<file path="src/rtl/mem_tracer.sv">
// mem_tracer: snoops a RAM write port and timestamps in-window writes during a
// timed RUN phase, then streams them out of a FWFT FIFO. Optional shadow copy: MEM_TRACE_SHADOW_EN.
module mem_tracer #(
    parameter int DATA_W      = 16,
    parameter int ADDR_W      = 16,
    parameter int WIN_BASE    = 0,
    parameter int WIN_DEPTH   = 9,
    parameter int FIFO_DEPTH  = 8,
    parameter int CYC_W       = 16,
    parameter int TIMEOUT_CYC = 100
) (
    input  logic              clk,
    input  logic              reset_n,
    input  logic              arm,
    input  logic              wr_en,
    input  logic [ADDR_W-1:0] wr_addr,
    input  logic [DATA_W-1:0] wr_data,
    output logic              tr_valid,
    input  logic              tr_ready,
    output logic [ADDR_W-1:0] tr_addr,
    output logic [DATA_W-1:0] tr_data,
    output logic [CYC_W-1:0]  tr_cycle,
    output logic              overflow,
    output logic [7:0]        drop_cnt,
    output logic              done,
    output logic [1:0]        state,
    input  logic [7:0]        peek_addr,
    output logic [DATA_W-1:0] peek_data
);

    typedef enum logic [1:0] {
        IDLE = 2'd0,
        RUN  = 2'd1,
        DONE = 2'd2
    } state_t;

    typedef struct packed {
        logic [ADDR_W-1:0] addr;
        logic [DATA_W-1:0] data;
        logic [CYC_W-1:0]  cyc;
    } entry_t;

    localparam int PTR_W = (FIFO_DEPTH > 1) ? $clog2(FIFO_DEPTH) : 1;
    localparam logic [ADDR_W:0]  WIN_LO    = (ADDR_W+1)'(WIN_BASE);
    localparam logic [ADDR_W:0]  WIN_HI    = (ADDR_W+1)'(WIN_BASE + WIN_DEPTH - 1);
    localparam logic [CYC_W-1:0] CYC_LAST  = CYC_W'(TIMEOUT_CYC - 1);
    localparam logic [PTR_W:0]   FIFO_FULL = (PTR_W+1)'(FIFO_DEPTH);

    function automatic logic [7:0] sat_inc8(input logic [7:0] v);
        return (v == 8'hFF) ? v : v + 8'd1;
    endfunction

    state_t           state_q, state_d;
    logic [CYC_W-1:0] cyc_q, cyc_d;
    logic             done_q, done_d;
    logic [PTR_W-1:0] wr_ptr_q, wr_ptr_d;
    logic [PTR_W-1:0] rd_ptr_q, rd_ptr_d;
    logic [PTR_W:0]   count_q, count_d;
    logic             overflow_q, overflow_d;
    logic [7:0]       drop_cnt_q, drop_cnt_d;

    entry_t fifo_mem_q [FIFO_DEPTH];
    entry_t entry_d;
    entry_t head;

    logic in_win;
    logic capture;
    logic full;
    logic pop;
    logic push;
    logic drop;

    assign in_win  = wr_en && ({1'b0, wr_addr} >= WIN_LO) && ({1'b0, wr_addr} <= WIN_HI);
    assign capture = (state_q == RUN) && in_win;
    assign full    = (count_q == FIFO_FULL);
    assign pop     = tr_valid && tr_ready;
    // A full FIFO still accepts a capture when the head retires on the same edge.
    assign push    = capture && (!full || pop);
    assign drop    = capture && full && !pop;

    always_comb begin
        state_d = state_q;
        cyc_d   = cyc_q;
        case (state_q)
            IDLE: begin
                if (arm) begin
                    state_d = RUN;
                    cyc_d   = '0;
                end
            end
            RUN: begin
                cyc_d = cyc_q + 1'b1;
                if (cyc_q == CYC_LAST) begin
                    state_d = DONE;
                end
            end
            default: begin
                state_d = state_q;
            end
        endcase
        done_d = (state_d == DONE);
    end

    always_comb begin
        wr_ptr_d   = push ? wr_ptr_q + 1'b1 : wr_ptr_q;
        rd_ptr_d   = pop  ? rd_ptr_q + 1'b1 : rd_ptr_q;
        count_d    = count_q;
        case ({push, pop})
            2'b10:   count_d = count_q + 1'b1;
            2'b01:   count_d = count_q - 1'b1;
            default: count_d = count_q;
        endcase
        overflow_d = overflow_q | drop;
        drop_cnt_d = drop ? sat_inc8(drop_cnt_q) : drop_cnt_q;
        entry_d    = '{addr: wr_addr, data: wr_data, cyc: cyc_q};
    end

    always_ff @(posedge clk or negedge reset_n) begin
        if (!reset_n) begin
            state_q    <= IDLE;
            cyc_q      <= '0;
            done_q     <= 1'b0;
            wr_ptr_q   <= '0;
            rd_ptr_q   <= '0;
            count_q    <= '0;
            overflow_q <= 1'b0;
            drop_cnt_q <= '0;
        end else begin
            state_q    <= state_d;
            cyc_q      <= cyc_d;
            done_q     <= done_d;
            wr_ptr_q   <= wr_ptr_d;
            rd_ptr_q   <= rd_ptr_d;
            count_q    <= count_d;
            overflow_q <= overflow_d;
            drop_cnt_q <= drop_cnt_d;
        end
    end

    // Storage needs no reset: the outputs are masked whenever the FIFO is empty.
    always_ff @(posedge clk) begin
        if (push) begin
            fifo_mem_q[wr_ptr_q] <= entry_d;
        end
    end

    assign head     = fifo_mem_q[rd_ptr_q];
    assign tr_valid = (count_q != '0);
    assign tr_addr  = tr_valid ? head.addr : '0;
    assign tr_data  = tr_valid ? head.data : '0;
    assign tr_cycle = tr_valid ? head.cyc  : '0;
    assign overflow = overflow_q;
    assign drop_cnt = drop_cnt_q;
    assign done     = done_q;
    assign state    = state_q;

`ifdef MEM_TRACE_SHADOW_EN
    localparam int SH_W = (WIN_DEPTH > 1) ? $clog2(WIN_DEPTH) : 1;

    logic [DATA_W-1:0] shadow_q [WIN_DEPTH];
    logic [DATA_W-1:0] shadow_d [WIN_DEPTH];
    logic [SH_W-1:0]   wr_idx;

    assign wr_idx = SH_W'(wr_addr - ADDR_W'(WIN_BASE));

    // Dropped captures still land in the shadow; it mirrors the RAM, not the trace.
    always_comb begin
        shadow_d = shadow_q;
        if (capture) begin
            shadow_d[wr_idx] = wr_data;
        end
    end

    always_ff @(posedge clk or negedge reset_n) begin
        if (!reset_n) begin
            for (int i = 0; i < WIN_DEPTH; i++) begin
                shadow_q[i] <= '0;
            end
        end else begin
            shadow_q <= shadow_d;
        end
    end

    assign peek_data = ({1'b0, peek_addr} < 9'(WIN_DEPTH)) ? shadow_q[peek_addr[SH_W-1:0]] : '0;
`else
    logic unused_peek;
    assign unused_peek = ^peek_addr;
    assign peek_data   = '0;
`endif

endmodule

</file>
<file path="config.mk">
export PLATFORM = sky130hd
export DESIGN_NAME = mem_tracer
export DESIGN_NICKNAME = d
export VERILOG_FILES = /design/src/rtl/mem_tracer.sv
export SDC_FILE = /design/constraint.sdc
export NUM_CORES = 1
export LEC_CHECK = 0
export BUFFER_PORTS_ARGS = -buffer_cell sky130_fd_sc_hd__buf_2
export CAP_MARGIN = 0
export CELL_PAD_IN_SITES_DETAIL_PLACEMENT = 2
export CELL_PAD_IN_SITES_GLOBAL_PLACEMENT = 2
export CORE_MARGIN = 1.5
export CORE_UTILIZATION = 30
export DETAILED_ROUTE_END_ITERATION = 8
export MAX_ROUTING_LAYER = met4
export PLACE_DENSITY = 0.58
export SLEW_MARGIN = 5
export SYNTH_ARGS = -nofsm -noshare
export SYNTH_HDL_FRONTEND = slang
export SYNTH_SLANG_ARGS = --single-unit
</file>
<file path="constraint.sdc">
create_clock -name clk -period 10.74 [get_ports clk]
set_input_delay 3.222 -clock clk [delete_from_list [all_inputs] [get_ports clk]]
set_output_delay 3.222 -clock clk [all_outputs]
set_load 0.03 [all_outputs]
</file>
==> metrics.md <==
| Metric | Value |
|---|---|
| DRC violations left | `0` |
| Startpoint types | `register` |
| CTS Sinks | `between 400 and 500` |
| Peak Freq | `between 0.1 and 0.15 GHz` |
| Synth-to-Final Area Change | `17.7%` |
| Grt ovf | `0` |
| Final Hold Viols | `0` |
| Die footprint | `57000 sq um` |
| Layout cell share with drive strength beyond 1 | `between 30% and 40%` |
| Commonest non-fill, non-tap cell in the layout | `edfxtp_1` |
| Final min period | `approximately 6.7 ns` |
| Ports | `approximately 120` |
| Largest net degree at the start of global routing | `about 70` |
| H-tree lvl count | `2` |
| Worst R2R Start | `state[0]$_DFF_PN0_` |
| Clk buf depth | `3` |
| Mapped Area | `~17000 sq um` |
| Synth Register Bits | `between 400 and 500` |
| Buf+Inv Stages, Crit Path | `2` |
| Mapped Cells | `~820` |
| Core region area | `between 50000 and 60000 sq um` |
| Register area | `around 12000 sq um` |
| Max Cap Viol | `0` |
| Fin. max-slew vios | `0` |
| Hold crit path type | `reg2reg` |
| TritonCTS clock tree | `built` |
| Slew Limit Headroom | `slightly above 30%` |
| Area of the multi-input gates | `roughly 4000 sq um` |
| 1st-pass router iterations | `4` |
| P per Cell Area | `between 200 and 300 nW/um^2` |
| CP top delay family | `buffers and inverters` |
| Critical Path Source | `rd_ptr_q[1]$_DFFE_PN0P_` |
| Die width | `roughly 240 um` |
| Async S/R FF share, synth | `between 9 and 10%` |
| Setup Buffers After CTS | `0` |
| Initial Util | `between 30% and 40%` |
| First-pass GRT wire length | `~60 mm` |
| Register area share after synthesis | `between 70% and 80%` |
| R2R setup slack | `approximately 7.0 ns` |
| Initial DRC count | `about 400` |
| Final Core Density | `between 30% and 40%` |
| Worst-Skew Late Latency | `0.59 ns` |
| Max incr delay on CP | `around 0.91 ns` |
| Vias in the first global route | `roughly 9200` |
| Mean post-synth cell area | `about 20 sq um` |
| Site row count | `86` |
| Fillers | `around 5300` |
| Count of different cell masters after synthesis | `52` |
| Wirelength per Cell | `~23 um` |
| Post-Route WL | `~40 mm` |
| Crit-path cells | `buf_4, mux4_2, mux2i_1, nor2_1, buf_2` |
| Worst endpoint required time | `7.52 ns` |
| FF-to-FF End | `fifo_mem_q[0][16]$_DFFE_PP_` |
| Syn. warnings | `0` |
| Final period util | `about 62%` |
| Reg2Reg Depth | `5` |
| Primary FF master, synth | `edfxtp_1` |
| Data arrival, critical path | `about 3.5 ns` |
| RSZ-0062 raised after global routing | `no` |
| Synth top area share | `69.1%` |
| Crit end category | `output pin` |
| Die height | `approximately 240 um` |
| Via count | `~8200` |
| Total CTS buffers | `47` |
| Status | `complete, no violations` |
| Crit path depth | `5` |
| WS Path Type | `reg2out` |
| Initial antenna violation count | `2` |
| Critical path endpoint | `tr_cycle[7]` |
| Final TNS setup | `0 ns` |
| Post-CTS resize count | `0` |
| Vias per cell | `approximately 4.7` |
| Number of routed nets with antenna violations | `0` |
| IO Port Bufs | `97` |
| Fin nets | `997` |
| Clk_skew | `0.0260 ns` |
| Most frequent cells in the layout | `edfxtp_1 (384), buf_2 (97), mux4_2 (96)` |
| Hold-fix buffers, CTS | `0` |
| Total Routing Usage GR | `14.8%` |
| Fin Hold WS | `0.486 ns` |
| Leading area contributor after synthesis | `edfxtp_1` |
| Worst-margin pin slew | `around 1.0 ns` |
| Hpwl dp | `~22 mm` |
| Clock-pin transition on the worst setup and hold timing paths | `about 0.05 ns` |
| Crit Path Max Fanout | `67` |
| Leakage Power | `between 6 and 7 nW` |
| RePlAce Congestion | `0.685` |
| EDFF count, synth | `around 380` |
| Max IR drop VDD | `approximately 150 uV` |
| Final setup violation count | `0` |
| Clock root cell | `clkbuf_16` |
| Slowest stage cell, crit path | `buf_4` |
| Top cells by area, synth | `edfxtp_1 (69%), mux4_2 (13%), dfrtp_1 (5.7%)` |
[worst reg2reg max path, cell delays in order, from the launching register on]
cell and delay (ns):
dfrtp_1 0.69, nor4b_4 0.39, and4_4 0.34, nand4b_1 0.42, nor3_4 0.82, buf_4 0.72
[per-layer routing]
layer,routed length (um),GRT usage (%),up-vias
met5,0,-,-
met4,744,3.53,0
met3,1770,3.04,61
met2,20000,24.2,138
met1,17600,19.0,4424
li1,-,-,3568
[cell usage after synthesis (2+ instances only)]
master    count
nand4_1       6
and4_1        3
ha_1          6
xor2_1        6
inv_1         5
o31ai_1       2
a21o_1        3
a21oi_1       5
xnor2_1       7
buf_2        12
and2_1        2
a21oi_2       2
and3_1        8
dfrtp_1      38
edfxtp_1    384
o311ai_0      2
nor2_1       56
nand2_1      16
or2_2         2
mux2i_1      50
buf_4        19
a22o_1        3
o211ai_1      2
nor4_1        2
o21ai_0       9
nand3_1      17
nor4_2        3
mux4_2       96
clkbuf_1     18
mux2_2        3
nand2b_1      5
nor3_1        9
[worst min path at each step]
stage | start | to | slack, ns | cells past startpoint
finish | overflow$_DFF_PN0_ | overflow$_DFF_PN0_ | 0.49 | 1
CTS | overflow$_DFF_PN0_ | overflow$_DFF_PN0_ | 0.49 | 1
floorplan | wr_ptr_q[2]$_DFFE_PN0P_ | wr_ptr_q[2]$_DFFE_PN0P_ | 0.46 | 1
global placement | overflow$_DFF_PN0_ | overflow$_DFF_PN0_ | 0.47 | 1
detailed placement | overflow$_DFF_PN0_ | overflow$_DFF_PN0_ | 0.47 | 1
global route | overflow$_DFF_PN0_ | overflow$_DFF_PN0_ | 0.52 | 1
[registers in the layout, summed over array words and instances (netlist names)]
register,count
cyc_q,16
wr_ptr_q,3
overflow,1
fifo_mem_q,384
state,2
count_q,4
done,1
drop_cnt,8
rd_ptr_q,3
[power breakdown]
part,total [W],internal (W),switching (W)
combinational,0.00145,0.000587,0.000862
sequential,0.00204,0.00188,0.000165
clock,0.00164,0.000978,0.000661
[layout make-up]
class                           count  share of cell area (%)
Antenna cell                        2                  0.0255
Clock inverter                     27                    1.56
Inverter                            6                   0.115
Multi-Input combinational cell    357                    20.4
Tap cell                          748                    4.77
Sequential cell                   422                    63.6
Clock buffer                       60                    6.44
Timing Repair Buffer              111                    3.01
[cells by family (layout without fill, tap and decap cells)]
kind of cell	count (synthesis)	after routing	share of synthesized area (%)
other cells	1	18	0.0225
fa+ha+maj	7	7	0.570
flops	422	422	74.8
mux	151	151	16.3
simple gates	139	139	4.45
xor+xnor	13	13	0.683
buf+inv	57	204	1.85
compound gates	31	31	1.25
[through the flow]
step	area (sq um)	cells	worst slack (ns)	power [W]
6_report	19600	1733	4.06	0.00513
5_1_grt	19600	1733	3.80	0.00538
4_1_cts	19600	1731	3.90	0.00523
3_5_place_dp	18000	1644	3.52	0.00358
3_3_place_gp	18000	1644	3.79	0.00356
2_1_floorplan	16700	836	2.89	0.00311
(Power assumes the default switching activity.)
